$ cat src/rtl/pwm_width_scheduler_pkg.sv
// Shared types and constants for the PWM width scheduler.
// Optional sweep logic is compiled in with the PWM_SWEEP_EN macro.
package pwm_width_scheduler_pkg;

  localparam int N_DEFAULT   = 14;
  localparam int M_DEFAULT   = 12;
  localparam int SWEEP_DIV_W = 8;

  typedef enum logic [1:0] {
    STATIC     = 2'd0,
    PENDING    = 2'd1,
    SWEEP_UP   = 2'd2,
    SWEEP_DOWN = 2'd3
  } state_t;

endpackage

$ cat src/rtl/pwm_width_scheduler_wrap_detect.sv
// Phase-period boundary detector: registers the phase MSB and pulses wrap
// for one cycle after the MSB falls from 1 to 0.
module pwm_wrap_detect (
  input  logic clk,
  input  logic rst_n,
  input  logic phase_msb,
  output logic wrap
);

  logic msb_q;

  // msb_q resets to 0, so a wrap needs two sampled edges after reset release.
  always_ff @(posedge clk or negedge rst_n) begin
    if (!rst_n) begin
      msb_q <= 1'b0;
      wrap  <= 1'b0;
    end else begin
      msb_q <= phase_msb;
      wrap  <= msb_q & ~phase_msb;
    end
  end

endmodule

$ cat src/rtl/pwm_width_scheduler.sv
// PWM width scheduler: applies written or swept widths only on phase wraps.
// Sweep (triangle) logic is present only when PWM_SWEEP_EN is defined.
module pwm_width_scheduler
  import pwm_width_scheduler_pkg::*;
#(
  parameter int N = N_DEFAULT,
  parameter int M = M_DEFAULT
) (
  input  logic                   clk,
  input  logic                   rst_n,
  input  logic [N-1:0]           phase,
  input  logic                   wr_valid,
  input  logic [M-1:0]           wr_width,
  output logic                   wr_ready,
  input  logic                   sweep_on,
  input  logic [M-1:0]           sweep_min,
  input  logic [M-1:0]           sweep_max,
  input  logic [M-1:0]           sweep_step,
  input  logic [SWEEP_DIV_W-1:0] sweep_div,
  output logic [M-1:0]           mod,
  output logic                   wrap,
  output state_t                 state_dbg
);

  state_t       state_q, state_d;
  logic [M-1:0] mod_q, mod_d;
  logic [M-1:0] pend_q, pend_d;
  logic         wr_xfer;
  logic         unused_phase_lsbs;

  assign unused_phase_lsbs = ^phase[N-2:0];

  pwm_wrap_detect u_wrap_detect (
    .clk       (clk),
    .rst_n     (rst_n),
    .phase_msb (phase[N-1]),
    .wrap      (wrap)
  );

  // Handshake: a write transfers on a rising edge where wr_valid && wr_ready;
  // wr_ready depends only on state, never on wr_valid.
  assign wr_ready = (state_q != PENDING);
  assign wr_xfer  = wr_valid & wr_ready;

`ifdef PWM_SWEEP_EN
  logic [SWEEP_DIV_W-1:0] div_q, div_d, div_lim;
  logic [SWEEP_DIV_W:0]   div_inc;
  logic [M-1:0]           clamp_mod, step_mod;
  logic [M:0]             up_sum, lo_sum;
  state_t                 step_state;

  assign div_lim = (sweep_div == '0) ? {{(SWEEP_DIV_W-1){1'b0}}, 1'b1} : sweep_div;
  assign div_inc = {1'b0, div_q} + {{SWEEP_DIV_W{1'b0}}, 1'b1};

  // Sums are M+1 bits wide so saturation is decided before any wrap-around.
  always_comb begin
    step_mod   = mod_q;
    step_state = state_q;
    clamp_mod  = mod_q;
    if (mod_q < sweep_min) clamp_mod = sweep_min;
    else if (mod_q > sweep_max) clamp_mod = sweep_max;
    up_sum = {1'b0, clamp_mod} + {1'b0, sweep_step};
    lo_sum = {1'b0, sweep_min} + {1'b0, sweep_step};
    if (sweep_step == '0) begin
      step_mod = mod_q;
    end else if (sweep_min >= sweep_max) begin
      step_mod = sweep_min;
    end else if (state_q == SWEEP_UP) begin
      if (up_sum >= {1'b0, sweep_max}) begin
        step_mod   = sweep_max;
        step_state = SWEEP_DOWN;
      end else begin
        step_mod = up_sum[M-1:0];
      end
    end else begin
      if ({1'b0, clamp_mod} <= lo_sum) begin
        step_mod   = sweep_min;
        step_state = SWEEP_UP;
      end else begin
        step_mod = clamp_mod - sweep_step;
      end
    end
  end
`else
  logic unused_sweep;
  assign unused_sweep = ^{sweep_on, sweep_min, sweep_max, sweep_step, sweep_div};
`endif

  always_comb begin
    state_d = state_q;
    mod_d   = mod_q;
    pend_d  = pend_q;
`ifdef PWM_SWEEP_EN
    div_d   = div_q;
`endif
    case (state_q)
      STATIC: begin
        if (wr_xfer) begin
          pend_d  = wr_width;
          state_d = PENDING;
`ifdef PWM_SWEEP_EN
        end else if (sweep_on) begin
          state_d = SWEEP_UP;
          div_d   = '0;
`endif
        end
      end
      PENDING: begin
        if (wrap) begin
          mod_d   = pend_q;
          state_d = STATIC;
`ifdef PWM_SWEEP_EN
          div_d   = '0;
          if (sweep_on) state_d = SWEEP_UP;
`endif
        end
      end
`ifdef PWM_SWEEP_EN
      SWEEP_UP, SWEEP_DOWN: begin
        if (wr_xfer) begin
          pend_d  = wr_width;
          state_d = PENDING;
        end else if (wrap) begin
          if (!sweep_on) begin
            state_d = STATIC;
          end else if (div_inc >= {1'b0, div_lim}) begin
            div_d   = '0;
            mod_d   = step_mod;
            state_d = step_state;
          end else begin
            div_d = div_inc[SWEEP_DIV_W-1:0];
          end
        end
      end
`endif
      default: state_d = STATIC;
    endcase
  end

  always_ff @(posedge clk or negedge rst_n) begin
    if (!rst_n) begin
      state_q <= STATIC;
      mod_q   <= '0;
      pend_q  <= '0;
`ifdef PWM_SWEEP_EN
      div_q   <= '0;
`endif
    end else begin
      state_q <= state_d;
      mod_q   <= mod_d;
      pend_q  <= pend_d;
`ifdef PWM_SWEEP_EN
      div_q   <= div_d;
`endif
    end
  end

  assign mod       = mod_q;
  assign state_dbg = state_q;

endmodule

$ cat config.mk
export PLATFORM = sky130hd
export DESIGN_NAME = pwm_width_scheduler
export DESIGN_NICKNAME = d
export VERILOG_FILES = /design/src/rtl/pwm_width_scheduler_pkg.sv /design/src/rtl/pwm_width_scheduler_wrap_detect.sv /design/src/rtl/pwm_width_scheduler.sv
export SDC_FILE = /design/constraint.sdc
export NUM_CORES = 1
export LEC_CHECK = 0
export ABC_AREA = 1
export ABC_CLOCK_PERIOD_IN_PS = 800
export CELL_PAD_IN_SITES_DETAIL_PLACEMENT = 2
export CELL_PAD_IN_SITES_GLOBAL_PLACEMENT = 2
export CORE_UTILIZATION = 14
export DETAILED_ROUTE_END_ITERATION = 8
export PLACE_DENSITY_LB_ADDON = 0.1
export SKIP_LAST_GASP = 1
export SYNTH_ARGS = -nofsm -noshare
export SYNTH_HDL_FRONTEND = slang
export SYNTH_SLANG_ARGS = --single-unit
$ cat constraint.sdc
create_clock -name clk -period 0.8 [get_ports clk]
set_input_delay 0.16 -clock clk [delete_from_list [all_inputs] [get_ports clk]]
set_output_delay 0.16 -clock clk [all_outputs]
set_load 0.005 [all_outputs]
; Word-level counts from Yosys, hierarchy flattened
; Index checks and enable logic that the tools add are counted.
[word_totals]
ff_bits = 28
out_inout_bits = 16
word_cells = 19
[classes]
eq_ne = 4
muxes = 3
n_bitwise = 3
reduce_logical = 4
[op_table]
columns = op, n
row1 = 2-bit AND reduction, 3
row2 = 2-bit 2-to-1 mux, 2
row3 = 2-bit by 1-bit inequality test with 1-bit output (second input constant), 2
row4 = 2-bit one-hot mux with 2 select lines, 1
row5 = 1-bit bitwise AND, 2
row6 = 2-bit by 1-bit equality test with 1-bit output (second input constant), 1
row7 = 2-bit zero test, 1
row8 = 2-bit inequality test (second input constant), 1
row9 = 1-bit inverter, 1

; Longest topological paths before layout
; Gate-level depths: netlist (run 1).
[depth]
word_depth = 4
depth_mapped = 5
ltp_nobuf = 4

; Hierarchy
; A second synthesis (run 1) with hierarchy kept.
[hier_totals]
hier_cells = 113
area_unflattened_um2 = 1052.3
[modules_own_cells]
columns = mod, n_inst, cells_each, area_per_inst_um2
row1 = pwm_width_scheduler, 1, 109, 992.2
row2 = pwm_wrap_detect, 1, 4, 60.1

; Worst setup path after synthesis (run 1)
; Ideal clock, no wire load.
[synth_timing]
kind = flip-flop to flip-flop
start = register state_q[0] (netlist: state_dbg[0])
end = register pend_q[0]
setup_ns = 0.116
arrival_time_ns = 0.805
t_required_ns = 0.684
path_slack_ns = -0.121
stages_incl_launch_ff = 6
path_buffers = 1
cell_sequence = dfrtp_1 > inv_2 > nand2_2 > buf_6 > nand2_1 > nand2_1
[synth_via]
elab_chain_cells = 3
[synth_lines]
columns = element, line
row1 = start: declaration, pwm_width_scheduler.sv:25  ; state_t state_q, state_d;
row2 = start signal: assignment, pwm_width_scheduler.sv:149  ; state_q <= state_d;
row3 = 2-bit by 1-bit inequality test with 1-bit output, pwm_width_scheduler.sv:42  ; assign wr_ready = (state_q != PENDING);
row4 = 1-bit bitwise AND, pwm_width_scheduler.sv:43  ; assign wr_xfer = wr_valid & wr_ready;
row5 = 2-bit AND reduction (no source line) (*), n/a
row6 = end signal: assignment, pwm_width_scheduler.sv:151  ; pend_q <= pend_d;
row7 = end: declaration, pwm_width_scheduler.sv:27  ; logic [M-1:0] pend_q, pend_d;
; Mark *: on every way between the ends. The rest lies on a longest branch, timed or not.
; A chain may end at the register's enable or synchronous reset.

; Worst setup path in the final report (run 1)
[layout_timing]
start = register state_q[0] (netlist: state_dbg[0])
end = output wr_ready
[layout_via]
elab_chain_cells = 1
[layout_lines]
columns = element, line
row1 = 2-bit by 1-bit inequality test with 1-bit output, pwm_width_scheduler.sv:42
row2 = end: declaration, pwm_width_scheduler.sv:14  ; output logic wr_ready,
; Every way passes these cells.

==> results of run 1 <==
[per-layer routing]
metal  up-vias  wire length, um  track usage
met2        19             1710        0.150
met1       467             1540        0.125
li1        464                -            -
met3         2              106       0.0131
met5         -                0            0
met4         0               40       0.0352
[area by class of cell]
type	count	area, um^2	area share
multi-input combinational	77	495	0.265
inverter	2	7.51	0.00401
sequential	27	676	0.361
tap	99	124	0.0662
clock buffer	4	45.0	0.0241
timing repair buffer	57	524	0.280
[critical path: cells and delay by family (launching register included)]
kind / cells / cell delay (ps)
flip-flops: 1 / 420
buffers and inverters: 2 / 180
[metrics by stage]
stage	instance area [um^2]	setup WS, ps
detailed placement	1560	-373
CTS	1620	-249
finish	1870	-230
global route	1870	-284
global placement	1560	-357
floorplan	1060	-121
[worst paths after layout]
path                               from                   to  slack, ps
setup / recovery           state_dbg[0]             wr_ready       -230
hold / removal                    rst_n              mod[11]        240
setup reg to reg           state_dbg[0]               mod[7]       -200
hold reg to reg              pend_q[11]           pend_q[11]        480
max in group asynchronous         rst_n               mod[7]        400
min in group clk              phase[13]  u_wrap_detect.msb_q        360
[what timing repair did]
action / 4_1_cts / 5_1_grt
pin swaps: 0 / 3
hold buffers: 0 / 0
endpoints found under the setup margin: 40 / 40
cloned: 0 / 2
resized for setup: 70 / 47
buffers inserted: 7 / 4
[registers in the layout, indices dropped and copies added, names as in the netlist]
signal / cells
u_wrap_detect.wrap: 1
mod: 12
u_wrap_detect.msb_q: 1
pend_q: 12
state_dbg: 1
[report_power, final]
group	switching, mW	internal (mW)
Clock	0.419	0.356
Sequential	0.322	1.86
Combinational	1.04	1.34
[placed cells by master (no fill, tap or decap)]
cell and count:
dfrtp_1 27, nand2_1 23, nand3_1 17, buf_4 17
nand2_2 15, clkdlybuf4s50_1 15, buf_2 14, nand2_4 11
nand3_2 7, buf_6 5, clkbuf_8 3, clkbuf_16 2
buf_12 2, buf_8 2, inv_1 1, nor2_1 1
inv_2 1, nand2_8 1, o21ai_2 1, conb_1 1
clkbuf_1 1
[logic make-up after synthesis]
group / after synthesis / synth area share
buffers and inverters: 9 / 0.0489
DFF: 27 / 0.644
and+or+nand+nor: 75 / 0.299
other: 1 / 0.00357
AOI/OAI and AO/OA: 1 / 0.00476
==> flow_summary.toml, run 1 <==
[floorplan]
starting_density = 0.145
ioPinCount = 90
num_rows = 31
chipHeight_um = 88.6
die_width_um = 88.6
fp.coreArea_mm2 = 0.00725
die-area_mm2 = 0.00785

[clock_tree]
tritoncts = "yes"
htree_num_levels = 1
ctsLongestPathBuffers = 2
clkSinkCount = 27
tritoncts.num_buffers = 3
worst_setup_hold_path_clk_slew_ps = 90
clk_latency_ps = 270
cts_root_buf = "clkbuf_8"

[drt]
drcViolationCount = 0
wl_per_cell_um = 12.8
detail_route.wirelength_um = 3400
first_pass_iters = 4
via_count = 952
vias_per_cell = 3.58
drt_iter0_markers = 15
detail-route-antenna-nets = 0

[grt]
global_route.overflow_total = 0
grt_pass1_wl_um = 5420
globalRouteTotalUtil = 0.0924
grt_antenna_before_repair = 0
grt_pass1_vias = 1055
largest_net_degree_at_the_start_of_global_routing = 28

[timing]
maxSlewViolCount = 0
setup_slack_ps = -230
final-hold-violation-count = 0
final.min_clock_period_ps = 1030
fin_crit_sh = 1.29
grt_setup_unrepaired = "yes"
number_of_setup_violations_in_the_final_report = 40
tns_ps = -6640
finalClockSkew_ps = 2.62
worst_hold_slack_ps = 241
max_clock_freq_mhz = 971

[synthesis]
ys_top_cells_by_area = "dfrtp_1, nand2_1, nand3_1"
post_synth_edffs = 0
yosysMostFrequentCell = "nand2_1"
synthesis.instances = 113
synthesis.area_per_instance_um2 = 9.29
synth_cell_types = 12
synth_top_cell_by_area = "dfrtp_1"
yosysSeqAreaShare = 0.644
synth.yosys.warnings = 0
ys.flop_type = "dfrtp_1"
flip_flop_and_latch_count_after_synthesis = 27
yosys-top-cells-count = "nand2_1, dfrtp_1, nand3_1, buf_2"
postSynth.asyncResetShare = 1.00
synth_nets = 187
synth_largest_type_area_fraction = 0.644
syn_area_mm2 = 0.00105

[run_status]
outcome = "complete, but fails checks"
failing_checks = "negative setup slack"

[setup_path]
arrival_ps = 870
cp_launch_type = "flop"
worst_path_cell_chain = "inv_2 -> buf_6"
criticalPathCategory = "reg2out"
critical-path-slowest-cell = "dfrtp_1"
rr_worst_depth = 5
setup.worst_path.end_class = "output pin"
critPathRequiredTime_ps = 640
path_max_fanout = 3
crit_path_max_incr_delay_ps = 420

[layout]
nets = 242
fillCellCount = 813
layout-area-overhead-vs-synth_pct = 78.3
insertedDiodeCount = 0
finalCoreUtilization = 0.258
drive_gt1_frac = 0.485
finalNonFillerCells = 266

[power]
peakVddDrop_mv = 0.691
power.density_mw_per_mm2 = 2850
design_power_total_mw = 5.34
total_leakage_power_nw = 0.920

[flow_run]
drv_cap = 0

[place]
placedCellCount = 249
place.port_buffers = 30
hpwl_um = 2280
routabilityCongestion = 0.707

[min_path]
timing.hold.worst.class = "in2async"
No activity file was read; power rests on OpenSTA's default activity.
==> run 2, diff against run 1 <==
--- a/config.mk
+++ b/config.mk
@@ -11,8 +11,10 @@
 export CELL_PAD_IN_SITES_GLOBAL_PLACEMENT = 2
 export CORE_UTILIZATION = 14
 export DETAILED_ROUTE_END_ITERATION = 8
+export GPL_ROUTABILITY_DRIVEN = 0
 export PLACE_DENSITY_LB_ADDON = 0.1
 export SKIP_LAST_GASP = 1
 export SYNTH_ARGS = -nofsm -noshare
 export SYNTH_HDL_FRONTEND = slang
+export SYNTH_HIERARCHICAL = 1
 export SYNTH_SLANG_ARGS = --single-unit
==> flow_summary.toml, run 2 <==
[drt]
wl_per_cell_um = 12.6
detail_route.wirelength_um = 3350
first_pass_iters = 2
detail-route-antenna-nets = 0
drcViolationCount = 0
via_count = 976
drt_iter0_markers = 28
vias_per_cell = 3.67

[setup_path]
timing.reg2reg.setup_slack_ps = -290
rr_worst_depth = 6
critPathRequiredTime_ps = 640
setup.worst_path.end_class = "output pin"
criticalPathCategory = "reg2out"
worstReg2RegStart = "state_dbg[0]"
cp_launch_type = "flop"
timing.rr.end = "mod[8]"
path_max_fanout = 2
crit_end = "wr_ready"
crit_path_start = "state_dbg[0]"
arrival_ps = 970

[synthesis]
synth_cell_types = 12
flip_flop_and_latch_count_after_synthesis = 27
yosys-top-cells-count = "nand2_1, dfrtp_1, nand3_1, buf_2"
synth_largest_type_area_fraction = 0.642
yosysSeqAreaShare = 0.642
syn_area_mm2 = 0.00105
synth_top_cell_by_area = "dfrtp_1"
synthesis.area_per_instance_um2 = 9.31
ys_top_cells_by_area = "dfrtp_1, nand2_1, nand3_1"
yosysMostFrequentCell = "nand2_1"
postSynth.asyncResetShare = 1.00
synth.yosys.warnings = 6
post_synth_edffs = 0
synthesis.instances = 113
ys.flop_type = "dfrtp_1"
synth_nets = 187

[timing]
worst_hold_slack_ps = 235
final.min_clock_period_ps = 1130
finalClockSkew_ps = 2.21
setup_slack_ps = -329
max_clock_freq_mhz = 886
final-hold-violation-count = 0
maxSlewViolCount = 0
fin_crit_sh = 1.41
grt_setup_unrepaired = "yes"
number_of_setup_violations_in_the_final_report = 40

[grt]
grtUsageMet2 = 0.181
grt_antenna_before_repair = 0
largest_net_degree_at_the_start_of_global_routing = 28
grt.busiest_layer = "met2"
gr-usage-met1 = 0.103
globalRouteTotalUtil = 0.0959
grt_pass1_vias = 1126
grt_pass1_wl_um = 5500
grt_use_met3 = 0.0271
global_route.overflow_total = 0

[clock_tree]
htree_num_levels = 1
clk_latency_ps = 270
clkSinkCount = 27
ctsLongestPathBuffers = 2
cts_root_buf = "clkbuf_8"
worst_setup_hold_path_clk_slew_ps = 90
tritoncts = "yes"
tritoncts.num_buffers = 3

[layout]
drive_gt1_frac = 0.377
leading_cell_types_in_the_layout_fill_and_taps_excluded = "nand2_1, dfrtp_1, nand3_1"
layout-area-overhead-vs-synth_pct = 66.0
nets = 242
finalCoreUtilization = 0.241
layout.cells.most_common = "nand2_1"
insertedDiodeCount = 0

[place]
place.port_buffers = 30
hpwl_um = 2290

[floorplan]
die_width_um = 88.7
fp.coreArea_mm2 = 0.00725
die-area_mm2 = 0.00787
starting_density = 0.145
ioPinCount = 90
num_rows = 31
chipHeight_um = 88.7

[min_path]
timing.hold.worst.class = "in2async"

[power]
peakVddDrop_mv = 0.741
power.density_mw_per_mm2 = 2850
total_leakage_power_nw = 0.892

[flow_run]
drv_cap = 0

[run_status]
outcome = "complete, but fails checks"
failing_checks = "negative setup slack"
-- run 2: cell families after synthesis --
group,after synthesis,share of synthesized area
AOI/OAI and AO/OA,1,0.00475
and+or+nand+nor,75,0.301
DFF,27,0.642
other,1,0.00356
buffers and inverters,9,0.0487
-- run 2: critical path, cell delays in order (launching register included) --
cell and delay, ps:
dfrtp_1 410, buf_6 140, inv_4 60, buf_6 90
-- run 2: layout make-up --
cell class	count	area (um^2)
Clock buffer	4	45.0
Sequential cell	27	676
Tap cell	99	124
Multi-Input combinational cell	78	403
Inverter	2	10.0
Timing Repair Buffer	56	489
Fill cell	837	5510
-- run 2: per-stage QoR --
stage          worst slack [ps]  setup TNS, ps  area, um^2  std cells  power (mW)
2_1_floorplan              -121          -1860        1060        113        2.72
3_3_place_gp               -358         -11190        1580        251        3.93
3_5_place_dp               -393         -11830        1580        251        4.00
4_1_cts                    -310          -9660        1630        261        4.79
5_1_grt                    -379         -11280        1750        266        5.41
6_report                   -329          -9290        1750        266        4.98
-- run 2: metal layers --
metal,wire length (um),up-vias,part of all wire
met4,11,0,0.0033
met1,1310,488,0.39
met5,0,-,0
met3,139,3,0.042
li1,-,464,-
met2,1880,21,0.56
-- run 2: what timing repair did --
| action | in CTS | in global routing |
|---|---|---|
| hold buffers | 0 | 0 |
| setup endpoints to repair | 40 | 40 |
| pin swaps | 0 | 6 |
| resized for setup | 69 | 21 |
| cloned | 0 | 1 |
| buffers inserted | 6 | 4 |
-- run 2: worst min-delay path by stage --
stage,start,to,slack (ps),cells past startpoint
floorplan,rst_n,mod[0],-140,0
global placement,u_wrap_detect/msb_q,u_wrap_detect/wrap,450,2
detailed placement,u_wrap_detect/msb_q,u_wrap_detect/wrap,460,2
CTS,rst_n,mod[2],240,2
global route,rst_n,mod[5],240,2
finish,rst_n,mod[2],240,2
-- run 2: report_power, final --
group	switching (mW)	internal, mW
sequential	0.287	1.86
clock	0.436	0.358
combinational	0.867	1.17
==> run 3, diff against run 2 <==
--- a/config.mk
+++ b/config.mk
@@ -12,7 +12,7 @@
 export CORE_UTILIZATION = 14
 export DETAILED_ROUTE_END_ITERATION = 8
 export GPL_ROUTABILITY_DRIVEN = 0
-export PLACE_DENSITY_LB_ADDON = 0.1
+export PLACE_DENSITY = 0.82
 export SKIP_LAST_GASP = 1
 export SYNTH_ARGS = -nofsm -noshare
 export SYNTH_HDL_FRONTEND = slang
==> constraint.sdc (replaced) <==
create_clock -name clk -period 0.8 [get_ports clk]
set_input_delay 0.2 -clock clk [delete_from_list [all_inputs] [get_ports clk]]
set_output_delay 0.2 -clock clk [all_outputs]
set_load 0.005 [all_outputs]
==> flow_summary.toml, run 3 (same netlist as run 2, synthesis figures left out) <==
[place]
dpl_worst_slack_ps = -402
place.port_buffers = 30
hpwl_um = 2330

[clock_tree]
worst_setup_hold_path_clk_slew_ps = 90
clkSinkCount = 27
tritoncts = "yes"
clk_latency_ps = 270
cts_hold_buffers = 0
cts_root_buf = "clkbuf_8"
tritoncts.num_buffers = 3
ctsLongestPathBuffers = 2
htree_num_levels = 1

[layout]
drive_gt1_frac = 0.418
leading_cell_types_in_the_layout_fill_and_taps_excluded = "nand2_1, dfrtp_1, buf_4"
insertedDiodeCount = 0
layout-area-overhead-vs-synth_pct = 68.4
nets = 245
layout.cells.most_common = "nand2_1"

[timing]
finalClockSkew_ps = 6.65
grt_setup_unrepaired = "yes"
fin_crit_sh = 1.37
final.min_clock_period_ps = 1100
max_clock_freq_mhz = 912
setup_slack_ps = -297
worst_hold_slack_ps = 276
number_of_setup_violations_in_the_final_report = 40
final-hold-violation-count = 0
maxSlewViolCount = 0

[drt]
detail_route.wirelength_um = 3330
drcViolationCount = 0
wl_per_cell_um = 12.4
first_pass_iters = 2
vias_per_cell = 3.65
detail-route-antenna-nets = 0
via_count = 981
drt_iter0_markers = 39

[grt]
globalRouteTotalUtil = 0.0932
grt_pass1_vias = 1094
grt_pass1_wl_um = 5310
global_route.overflow_total = 0
largest_net_degree_at_the_start_of_global_routing = 28
grt_antenna_before_repair = 0

[setup_path]
arrival_ps = 1260
cp_launch_type = "flop"
critical-path-slowest-cell = "dfrtp_1"
worst_path_cell_chain = "buf_6 -> buf_8 -> nand2_4 -> buf_8 -> nand2_2 -> nand2_1"
crit_path_max_incr_delay_ps = 420
setup.worst_path.end_class = "flop"
cpMostUsedCell = "buf_8"
path_max_fanout = 5
critPathRequiredTime_ps = 960
criticalPathCategory = "reg2reg"

[flow_run]
drv_cap = 0

[power]
peakVddDrop_mv = 0.656
design_power_total_mw = 5.18
power.density_mw_per_mm2 = 2930
total_leakage_power_nw = 0.900

[floorplan]
die_width_um = 88.7
ioPinCount = 90
fp.coreArea_mm2 = 0.00725
num_rows = 31
die-area_mm2 = 0.00787
starting_density = 0.145
chipHeight_um = 88.7

[min_path]
timing.hold.worst.class = "in2async"

[run_status]
outcome = "complete, but fails checks"
failing_checks = "negative setup slack"
[run 3: critical path: cells and delay by family (launching register included)]
kind,cells,cell delay (ps)
flip-flops,1,420
buffers and inverters,3,390
AND/OR/NAND/NOR,3,170
[run 3: per-layer routing]
layer	wire length, um	up-vias	track usage
li1	-	470	-
met1	1330	488	0.102
met2	1850	21	0.176
met3	138	2	0.0289
met4	15	0	0.0176
met5	0	-	0
[run 3: final timing paths]
kind / from / to / slack, ps / cells after the start
worst max register to register: state_dbg[0] / mod[10] / -300 / 6
worst min-delay path: rst_n / mod[11] / 280 / 2
max in group asynchronous: rst_n / mod[7] / 360 / 2
worst max-delay path: state_dbg[0] / mod[10] / -300 / 6
worst min register to register: u_wrap_detect/msb_q / u_wrap_detect/wrap / 470 / 2
min in group clk: phase[13] / u_wrap_detect/msb_q / 430 / 1
[run 3: cell type report]
type / count / area, um^2
timing repair buffer: 60 / 512
multi-input combinational: 77 / 407
inverter: 2 / 7.51
clock inverter: 1 / 5.00
sequential: 27 / 676
tap: 99 / 124
fill: 846 / 5480
clock buffer: 3 / 41.3
[run 3: power breakdown]
group / switching [mW] / total [mW] / internal, mW
combinational: 0.959 / 2.26 / 1.30
sequential: 0.290 / 2.15 / 1.86
clock: 0.422 / 0.771 / 0.349
total: 1.67 / 5.18 / 3.51
[run 3: through the flow]
stage	setup TNS (ps)	cells	utilization	cell area, um^2
after floorplan	-1900	113	-	1060
after global placement	-11620	252	0.217	1570
after detailed placement	-12310	252	0.217	1570
after CTS	-9580	265	0.237	1720
after global routing	-11530	269	0.244	1770
final	-9520	269	0.244	1770
[run 3: timing repair]
action	in CTS	in global routing
resized for setup	84	7
buffers inserted	10	4
setup endpoints to repair	40	40
pin swaps	5	3
